$ cat config.mk
export PLATFORM = sky130hd
export DESIGN_NAME = flash_read_arbiter_flat
export DESIGN_NICKNAME = d
export VERILOG_FILES = /design/src/rtl/flash_read_arbiter_pkg.sv /design/src/rtl/flash_read_arbiter_if.sv /design/src/rtl/flash_read_arbiter_rr_arb2.sv /design/src/rtl/flash_read_arbiter.sv /design/src/flat_wrapper.sv
export SDC_FILE = /design/constraint.sdc
export NUM_CORES = 1
export LEC_CHECK = 0
export CAP_MARGIN = 25
export CORE_UTILIZATION = 54
export CTS_BUF_LIST = sky130_fd_sc_hd__clkbuf_4 sky130_fd_sc_hd__clkbuf_8
export CTS_CLUSTER_SIZE = 12
export DETAILED_ROUTE_END_ITERATION = 10
export PLACE_DENSITY = 0.82
export SLEW_MARGIN = 15
export SYNTH_ARGS = -nofsm -noshare
export SYNTH_HDL_FRONTEND = slang
export SYNTH_SLANG_ARGS = --single-unit
$ cat constraint.sdc
create_clock -name iCLK -period 5.5 [get_ports iCLK]
set_input_delay 0.825 -clock iCLK [delete_from_list [all_inputs] [get_ports iCLK]]
set_output_delay 0.825 -clock iCLK [all_outputs]
set_load 0.02 [all_outputs]
$ cat src/rtl/flash_read_arbiter_pkg.sv
// rtl/flash_read_arbiter_pkg.sv - shared types and default constants for the flash read arbiter
package flash_arb_pkg;

    typedef enum logic [1:0] {
        IDLE,
        ISSUE,
        WAIT,
        DELIVER
    } state_t;

    typedef enum logic {
        CH_S,
        CH_R
    } channel_t;

    localparam int BMP_WORDS = 7500;
    localparam int FL_ADDR_W = 22;

endpackage

$ cat src/rtl/flash_read_arbiter_if.sv
// rtl/flash_read_arbiter_if.sv - requester and flash port bundle for the flash read arbiter
interface flash_read_arbiter_if #(
    parameter int ADDR_W = flash_arb_pkg::FL_ADDR_W
);
    logic              iStream_Start;
    logic              iS_REQ;
    logic [15:0]       oS_DATA;
    logic              oS_READY;
    logic              oS_FIN;
    logic              iR_REQ;
    logic [ADDR_W-1:0] iR_ADDR;
    logic [15:0]       oR_DATA;
    logic              oR_READY;
    logic              oFL_REQ;
    logic [ADDR_W-1:0] oFL_ADDR;
    logic [15:0]       iFL_DATA;
    logic              iFL_VALID;
    logic              oErr;

    // arbiter side
    modport slave (
        input  iStream_Start, iS_REQ, iR_REQ, iR_ADDR, iFL_DATA, iFL_VALID,
        output oS_DATA, oS_READY, oS_FIN, oR_DATA, oR_READY, oFL_REQ, oFL_ADDR, oErr
    );

    // requesters and flash side
    modport master (
        output iStream_Start, iS_REQ, iR_REQ, iR_ADDR, iFL_DATA, iFL_VALID,
        input  oS_DATA, oS_READY, oS_FIN, oR_DATA, oR_READY, oFL_REQ, oFL_ADDR, oErr
    );
endinterface

$ cat src/rtl/flash_read_arbiter_rr_arb2.sv
// rtl/flash_read_arbiter_rr_arb2.sv - two-way round-robin grant with last-grant memory
module rr_arb2
    import flash_arb_pkg::*;
(
    input  logic     clk,
    input  logic     rst,
    input  logic     en,
    input  logic     req_s,
    input  logic     req_r,
    output logic     grant_valid,
    output channel_t grant
);
    channel_t last_grant;

    // a lone request wins outright; on a tie the channel not served last time wins
    always_comb begin
        grant_valid = en && (req_s || req_r);
        grant       = CH_S;
        if (req_s && req_r) begin
            grant = (last_grant == CH_R) ? CH_S : CH_R;
        end else if (req_r) begin
            grant = CH_R;
        end
    end

    // remember who was served so the next tie goes the other way
    always_ff @(posedge clk or posedge rst) begin
        if (rst) begin
            last_grant <= CH_R;
        end else if (grant_valid) begin
            last_grant <= grant;
        end
    end
endmodule

$ cat src/rtl/flash_read_arbiter.sv
// rtl/flash_read_arbiter.sv - shares one flash read port between the stream and random readers
module flash_read_arbiter
    import flash_arb_pkg::*;
#(
    parameter int ADDR_W  = FL_ADDR_W,
    parameter int BASE    = 0,
    parameter int WORDS   = BMP_WORDS,
    parameter int TIMEOUT = 1023
) (
    input  logic                iCLK,
    input  logic                iRST,
    flash_read_arbiter_if.slave bus
);
    localparam int                CNT_W     = $clog2(WORDS + 1);
    localparam int                TO_W      = $clog2(TIMEOUT + 1);
    localparam logic [CNT_W-1:0]  LAST_WORD = CNT_W'(WORDS - 1);
    localparam logic [TO_W-1:0]   TO_LAST   = TO_W'(TIMEOUT - 1);
    localparam logic [ADDR_W-1:0] BASE_ADDR = ADDR_W'(BASE);

    state_t            state;
    channel_t          cur_ch;
    logic              p_s;
    logic              p_r;
    logic [ADDR_W-1:0] r_addr;
    logic [CNT_W-1:0]  word_cnt;
    logic [TO_W-1:0]   to_cnt;
    logic              discard;
    logic [15:0]       fl_data;

    logic              start;
    logic              s_take;
    logic              r_take;
    logic              req_s;
    logic              req_r;
    logic              grant_valid;
    channel_t          grant;
    logic              grant_s;
    logic              grant_r;
    logic [CNT_W-1:0]  cnt_eff;
    logic [ADDR_W-1:0] s_addr;
    logic [ADDR_W-1:0] r_src_addr;
    logic              to_fire;
    logic              retry_s;
    logic              retry_r;
    logic              s_deliver;
    logic              fin_set;

    assign start = bus.iStream_Start;

    // A fresh stream request is accepted after the image is done only if a rewind comes with it.
    assign s_take = bus.iS_REQ && (!bus.oS_FIN || start);
    assign r_take = bus.iR_REQ;

    // The arbiter looks at live pulses as well as held flags so an idle port starts immediately.
    assign req_s = (p_s && !start) || s_take;
    assign req_r = p_r || r_take;

    rr_arb2 u_arb (
        .clk         (iCLK),
        .rst         (iRST),
        .en          (state == IDLE),
        .req_s       (req_s),
        .req_r       (req_r),
        .grant_valid (grant_valid),
        .grant       (grant)
    );

    assign grant_s    = grant_valid && (grant == CH_S);
    assign grant_r    = grant_valid && (grant == CH_R);
    assign cnt_eff    = start ? '0 : word_cnt;
    assign s_addr     = BASE_ADDR + ADDR_W'(cnt_eff);
    assign r_src_addr = p_r ? r_addr : bus.iR_ADDR;

    assign to_fire   = (state == WAIT) && !bus.iFL_VALID && (to_cnt == TO_LAST);
    // A timed-out stream read that was rewound is dropped rather than retried.
    assign retry_s   = to_fire && (cur_ch == CH_S) && !discard && !start;
    assign retry_r   = to_fire && (cur_ch == CH_R);
    assign s_deliver = (state == DELIVER) && (cur_ch == CH_S) && !discard && !start;
    assign fin_set   = s_deliver && (word_cnt == LAST_WORD);

    // Pending flags: a grant consumes one outstanding request; a pulse coinciding with the
    // grant of an already-held request stays pending for the next IDLE.
    always_ff @(posedge iCLK or posedge iRST) begin
        if (iRST) begin
            p_s    <= 1'b0;
            p_r    <= 1'b0;
            r_addr <= '0;
        end else begin
            if (fin_set) begin
                p_s <= 1'b0;
            end else if (grant_s) begin
                p_s <= p_s && !start && s_take;
            end else begin
                p_s <= (p_s && !start) || s_take || retry_s;
            end

            if (grant_r) begin
                p_r <= p_r && r_take;
            end else begin
                p_r <= p_r || r_take || retry_r;
            end

            if (r_take && (!p_r || grant_r)) begin
                r_addr <= bus.iR_ADDR;
            end else if (retry_r && !p_r) begin
                r_addr <= bus.oFL_ADDR;
            end
        end
    end

    // Transaction FSM with registered flash strobe, delivery pulses and counters.
    always_ff @(posedge iCLK or posedge iRST) begin
        if (iRST) begin
            state        <= IDLE;
            cur_ch       <= CH_S;
            word_cnt     <= '0;
            to_cnt       <= '0;
            discard      <= 1'b0;
            fl_data      <= '0;
            bus.oFL_REQ  <= 1'b0;
            bus.oFL_ADDR <= '0;
            bus.oS_DATA  <= '0;
            bus.oS_READY <= 1'b0;
            bus.oS_FIN   <= 1'b0;
            bus.oR_DATA  <= '0;
            bus.oR_READY <= 1'b0;
            bus.oErr     <= 1'b0;
        end else begin
            bus.oFL_REQ  <= 1'b0;
            bus.oS_READY <= 1'b0;
            bus.oR_READY <= 1'b0;

            if (start) begin
                word_cnt   <= '0;
                bus.oS_FIN <= 1'b0;
            end

            case (state)
                IDLE: begin
                    discard <= 1'b0;
                    if (grant_valid) begin
                        cur_ch       <= grant;
                        state        <= ISSUE;
                        bus.oFL_REQ  <= 1'b1;
                        bus.oFL_ADDR <= (grant == CH_S) ? s_addr : r_src_addr;
                    end
                end
                ISSUE: begin
                    to_cnt <= '0;
                    state  <= WAIT;
                end
                WAIT: begin
                    if (bus.iFL_VALID) begin
                        fl_data <= bus.iFL_DATA;
                        state   <= DELIVER;
                    end else if (to_fire) begin
                        bus.oErr <= 1'b1;
                        state    <= IDLE;
                    end else begin
                        to_cnt <= to_cnt + 1'b1;
                    end
                end
                DELIVER: begin
                    state <= IDLE;
                    if (cur_ch == CH_R) begin
                        bus.oR_DATA  <= fl_data;
                        bus.oR_READY <= 1'b1;
                    end else if (s_deliver) begin
                        bus.oS_DATA  <= fl_data;
                        bus.oS_READY <= 1'b1;
                        word_cnt     <= word_cnt + 1'b1;
                        if (fin_set) begin
                            bus.oS_FIN <= 1'b1;
                        end
                    end
                end
                default: state <= IDLE;
            endcase

            if (start && (state != IDLE) && (cur_ch == CH_S)) begin
                discard <= 1'b1;
            end
        end
    end
endmodule
$ cat src/flat_wrapper.sv
// flat-port wrapper written by rule: the top's interface ports become plain ports
module flash_read_arbiter_flat import flash_arb_pkg::*;
#(
    parameter int ADDR_W  = FL_ADDR_W,
    parameter int BASE    = 0,
    parameter int WORDS   = BMP_WORDS,
    parameter int TIMEOUT = 1023
)
  (iCLK, iRST, bus_iStream_Start, bus_iS_REQ, bus_iR_REQ, bus_iR_ADDR, bus_iFL_DATA, bus_iFL_VALID, bus_oS_DATA, bus_oS_READY, bus_oS_FIN, bus_oR_DATA, bus_oR_READY, bus_oFL_REQ, bus_oFL_ADDR, bus_oErr);
  flash_read_arbiter_if #(.ADDR_W(ADDR_W)) bus_i ();
  input  logic iCLK;
  input  logic iRST;
  input wire logic [$bits(bus_i.iStream_Start)-1:0] bus_iStream_Start;
  input wire logic [$bits(bus_i.iS_REQ)-1:0] bus_iS_REQ;
  input wire logic [$bits(bus_i.iR_REQ)-1:0] bus_iR_REQ;
  input wire logic [$bits(bus_i.iR_ADDR)-1:0] bus_iR_ADDR;
  input wire logic [$bits(bus_i.iFL_DATA)-1:0] bus_iFL_DATA;
  input wire logic [$bits(bus_i.iFL_VALID)-1:0] bus_iFL_VALID;
  output wire logic [$bits(bus_i.oS_DATA)-1:0] bus_oS_DATA;
  output wire logic [$bits(bus_i.oS_READY)-1:0] bus_oS_READY;
  output wire logic [$bits(bus_i.oS_FIN)-1:0] bus_oS_FIN;
  output wire logic [$bits(bus_i.oR_DATA)-1:0] bus_oR_DATA;
  output wire logic [$bits(bus_i.oR_READY)-1:0] bus_oR_READY;
  output wire logic [$bits(bus_i.oFL_REQ)-1:0] bus_oFL_REQ;
  output wire logic [$bits(bus_i.oFL_ADDR)-1:0] bus_oFL_ADDR;
  output wire logic [$bits(bus_i.oErr)-1:0] bus_oErr;
  assign bus_i.iStream_Start = bus_iStream_Start;
  assign bus_i.iS_REQ = bus_iS_REQ;
  assign bus_i.iR_REQ = bus_iR_REQ;
  assign bus_i.iR_ADDR = bus_iR_ADDR;
  assign bus_i.iFL_DATA = bus_iFL_DATA;
  assign bus_i.iFL_VALID = bus_iFL_VALID;
  assign bus_oS_DATA = bus_i.oS_DATA;
  assign bus_oS_READY = bus_i.oS_READY;
  assign bus_oS_FIN = bus_i.oS_FIN;
  assign bus_oR_DATA = bus_i.oR_DATA;
  assign bus_oR_READY = bus_i.oR_READY;
  assign bus_oFL_REQ = bus_i.oFL_REQ;
  assign bus_oFL_ADDR = bus_i.oFL_ADDR;
  assign bus_oErr = bus_i.oErr;
  flash_read_arbiter #(.ADDR_W(ADDR_W), .BASE(BASE), .WORDS(WORDS), .TIMEOUT(TIMEOUT)) u_core (.iCLK(iCLK), .iRST(iRST), .bus(bus_i));
endmodule
Word-level counts from Yosys, hierarchy flattened
Cells that the tools add are included.
Widths: inputs -> output; s select.
{ "word_totals": {"regBits": 127, "in_bits": 44, "word_cells": 113} }
{ "op_classes": {"add_sub_neg": 2, "n_eq_ne": 9, "mux": 35, "bitwise": 3, "n_reduce_logical": 46} }
{ "op_table": {"columns": ["op", "n"], "rows": [
  ["$mux 22", 4],
  ["$mux 13", 4],
  ["$logic_and 1x1->1", 22],
  ["$mux 1", 20],
  ["$mux 10", 2],
  ["$pmux 10 s2", 1],
  ["$add 13x1->13 const B", 1],
  ["$eq 13x13->1 const B", 1],
  ["$add 10x1->10 const B", 1],
  ["$eq 10x10->1 const B", 1],
  ["$reduce_and 3->1", 3],
  ["$pmux 2 s4", 1],
  ["$reduce_and 2->1", 4],
  ["$reduce_bool 2->1", 4],
  ["$logic_or 1x1->1", 7],
  ["$mux 2", 3],
  ["$logic_not 1->1", 5],
  ["$eq 2x2->1 const B", 2],
  ["$ne 2x2->1 const B", 2],
  ["$ne 3x2->1 const B", 1],
  ["$not 1->1", 3],
  ["$eq 2x1->1 const B", 1],
  ["$logic_not 2->1", 1],
  ["$ne 2x1->1 const B", 1]
]} }

Longest topological paths before layout
{ "depth": {"word_depth": 10, "depth_mapped": 8} }

By module
From an unflattened synthesis, not the netlist that was laid out.
{ "hier_totals": {"cells_unflattened": 478, "area_unflattened_um2": 5901.9} }
{ "by_module_without_submodules": {"columns": ["mod", "n_inst", "cells_per_inst", "area_per_inst_um2"], "rows": [
  ["flash_read_arbiter", 1, 472, 5845.6],
  ["rr_arb2", 1, 6, 56.3]
]} }

Least setup slack after synthesis
No wires, ideal clock.
{ "synth_timing": {"kind": "in2reg", "from": "input port bus_iStream_Start", "to": "register u_core.bus.oS_DATA[0]", "t_arrival_ns": 2.092, "t_required_ns": 5.375, "slack_ns": 3.283, "path_stages": 6, "path_buffers": 3, "path_cell_list": "buf_2 nor3_1 and3_1 buf_2 buf_2 mux2_2"} }
{ "synth_via": {"elab_chain_cells": 3} }
{ "synth_rtl": {"columns": ["element", "line_no", "source"], "rows": [
  ["start, declared", "flat_wrapper.sv:13", "input wire logic [$bits(bus_i.iStream_Start)-1:0] bus_iStream_Start;"],
  ["$logic_not 1->1", "flash_read_arbiter.sv:78", "assign s_deliver = (state == DELIVER) && (cur_ch == CH_S) && !discard && !start;"],
  ["$logic_and 1x1->1", "flash_read_arbiter.sv:78", null],
  ["$reduce_and 3->1 (no line)", null, null],
  ["end signal, assigned", "flash_read_arbiter.sv:169", "bus.oS_DATA <= fl_data;"],
  ["end, declared", "flash_read_arbiter_if.sv:23", "output oS_DATA, oS_READY, oS_FIN, oR_DATA, oR_READY, oFL_REQ, oFL_ADDR, oErr"]
]} }
No other way between the ends.
A chain may end at the register's enable or synchronous reset.

Final worst setup path
{ "layout_timing": {"from": "input port bus_iStream_Start", "to": "register u_core.bus.oS_DATA[8]"} }
The elaborated chain is that of the path after synthesis.

==> run summary <==
Slew Limit Fails = 0
Critical path, cell by cell = clkdlybuf4s50_1 > nor3_1 > and3_1 > mux2_2
Number of flops mapped to enable cells by yosys = 0
Max incr delay on CP = 0.84 ns
Cells after DPL = 698
Via count = 4112
Cells after Synth = 484
Chip Width = 104 um
Top cells by area, synth = dfrtp_1 56%, mux2_2 9.6%, mux2i_1 8.0%, o21ai_0 5.0%, nand2_1 3.1%
Async set or reset register ratio after synthesis = 100%
Final GP Congestion = 0.809
Chip height = 104 um
Fin Hold WS = 0.480 ns
Unrepaired setup endpoints after global routing = no
Post-cts resize count = 0
GRT overflow = 0
Largest net degree at the start of global routing = 86
Power per Cell Area = 527 mW/mm^2
Slew margin rel. = 31.9%
Placeable Area = 0.00995 mm^2
Most frequent cells after synthesis = 126 x dfrtp_1, 56 x o21ai_0, 48 x mux2_2
Setup violators final = 0
Clock latency on the worst-skew pair = 0.44 ns
Avg WL per Cell = 17.0 um
Initial drt markers = 174
Clock root cell = clkbuf_8
Worst Path Required = 5.82 ns
Syn_nets = 531
CP max-delay cell = and3_1
Clk buf depth = 2
Top-count cell post-synth = dfrtp_1
Hold violation count in the final report = 0
Fmax = 347 MHz
Clock skew = 0.0112 ns
Fin crit share = 52.4%
Initial Util = 56.8%
Die Area = 0.0109 mm^2
Initial antenna violation count = 0
Least-Margin Pin Slew = 1.02 ns
Post-synth top area share = 55.8%
Vias in the first global route = 4228
Worst Path Max Fanout = 19
CTS H-tree lvls = 4
Mapped Avg Cell Area = 11.7 um^2
Ant. Diodes = 0
Yosys reg bits = 127
Ys flop type = dfrtp_1
Share of cells above drive strength 1 = 16.5%
Port bufs = 102
Vias per inst = 5.61
Crit path DAT = 3.21 ns
FP Rows = 36
Outcome = completed
# Max-Cap Violations = 0
Sequential fraction of the synthesis area = 56.2%
Layout area overhead = 27.9%
I/O pins = 103
CTS Sinks = 127
Setup repair bufs after CTS = 0
First-pass GRT wire length = 20.8 mm
VDD IR max = 0.333 mV
Buf+Inv Stages, Crit Path = 1
Clock-pin slew on the worst setup and hold paths = 0.08 ns
Synth area leader = dfrtp_1
Setup slack after layout = 2.62 ns
Setup TNS = 0 ns
Antenna violation net count after detailed routing = 0
Hold crit path type = reg2reg
CTS tree = built
Worst setup SP type = input pin
First-pass DRT Iterations = 4
DRC = 0
Place WS = 2.00 ns
Synth Warn # = 0
Detailed Route WL = 12.5 mm
CTS Buf Count = 17
Fin nets = 634
Critical setup path kind = in2reg
Synthesized cell area = 0.00565 mm^2
Clock period minus worst slack = 2.88 ns
Final HPWL DP = 8.12 mm
Crit end category = flip-flop
Non-filler instance count after layout = 733
GRT Total Usage = 24.4%
P_leak = 3.26 nW
Hold-fix buffers at CTS = 0
CP top delay family = simple AND/OR/NAND/NOR gates
Netlist cell types = 46
[state kept, by name, summed over array words and instances, names as in the netlist, 2 cells and up]
signal and count:
u_core.bus.oS_DATA 16, u_core.bus.oR_DATA 16, u_core.r_addr 22, u_core.state 2, u_core.to_cnt 10, u_core.fl_data 16
u_core.word_cnt 13, u_core.bus.oFL_ADDR 22
[power breakdown]
group / internal, mW / switching (mW) / leakage [nW]
Sequential: 1.29 / 0.260 / 1.61
Clock: 0.421 / 0.396 / 0.189
Combinational: 0.727 / 0.713 / 1.46
[area by class of cell]
class,count,area (um^2)
clock inverter,14,159
multi-input combinational,323,2320
inverter,10,40.0
fill,659,2730
timing repair buffer,108,1110
tap,133,166
sequential,127,3180
clock buffer,18,248
[metrics by stage]
step	instance area, um^2	util, %	power [mW]
3_5_place_dp	6750	67.8	2.97
4_1_cts	7160	71.9	3.79
5_1_grt	7230	72.6	4.02
3_3_place_gp	6750	67.8	2.90
6_report	7230	72.6	3.81
2_1_floorplan	5650	-	2.38
[placed cells by master, fill, tap and decap left out, drive strengths merged, types with 3 or more instances in the layout]
| cell type | netlist | routed |
|---|---|---|
| nor3 | 9 | 9 |
| nand2b | 3 | 3 |
| nor2 | 25 | 25 |
| nor4 | 4 | 4 |
| a22oi | 13 | 13 |
| nor2b | 3 | 3 |
| clkbuf | 8 | 18 |
| mux2i | 45 | 45 |
| a31oi | 3 | 3 |
| a22o | 3 | 3 |
| or2 | 3 | 3 |
| dfrtp | 126 | 126 |
| clkinvlp | 0 | 5 |
| clkdlybuf4s50 | 0 | 102 |
| and3 | 4 | 4 |
| a21oi | 9 | 9 |
| mux2 | 48 | 48 |
| clkinv | 0 | 3 |
| or3 | 4 | 4 |
| nand2 | 47 | 47 |
| inv | 10 | 14 |
| buf | 16 | 6 |
| nand3 | 7 | 7 |
| o21ai | 60 | 60 |
| nand4 | 3 | 3 |
| ha | 3 | 3 |
| xnor2 | 11 | 11 |
[per-layer routing]
metal  global-route usage, %  vias up  part of all wire [%]
li1                        -     1930                     -
met1                    30.8     2065                    42
met2                    40.7       97                    51
met3                    5.83       20                   4.3
met4                    9.18        0                   1.9
met5                       0        -                     0
[logic make-up (layout without fill, tap and decap cells)]
family / count (synthesis) / count (layout) / synth area share [%]
simple gates: 119 / 119 / 10.7
compound gates: 95 / 95 / 9.83
xor+xnor: 13 / 13 / 2.01
buf+inv: 34 / 150 / 2.99
mux: 93 / 93 / 17.5
flops: 127 / 127 / 56.2
fa+ha+maj: 3 / 3 / 0.664
[worst paths after layout]
path / cells after the start / slack (ns) / to / from
worst max register to register: 5 / 3.05 / u_core.r_addr[6] / u_core.state[1]
worst max-delay path: 4 / 2.62 / u_core.bus.oS_DATA[8] / bus_iStream_Start
worst min register to register: 1 / 0.48 / u_core.bus.oErr / u_core.bus.oErr
worst min-delay path: 1 / 0.48 / u_core.bus.oErr / u_core.bus.oErr
max in group asynchronous: 3 / 3.88 / u_core.r_addr[18] / iRST
min in group asynchronous: 2 / 0.73 / u_core.discard / iRST
[worst register-to-register path: cells and delay by family, from the launching register on]
| family | cells | cell delay (ns) |
|---|---|---|
| muxes | 1 | 0.32 |
| AOI/OAI and AO/OA | 1 | 0.12 |
| and+or+nand+nor | 3 | 1.26 |
| DFF | 1 | 0.62 |
Power figures use the tool's default switching activity.
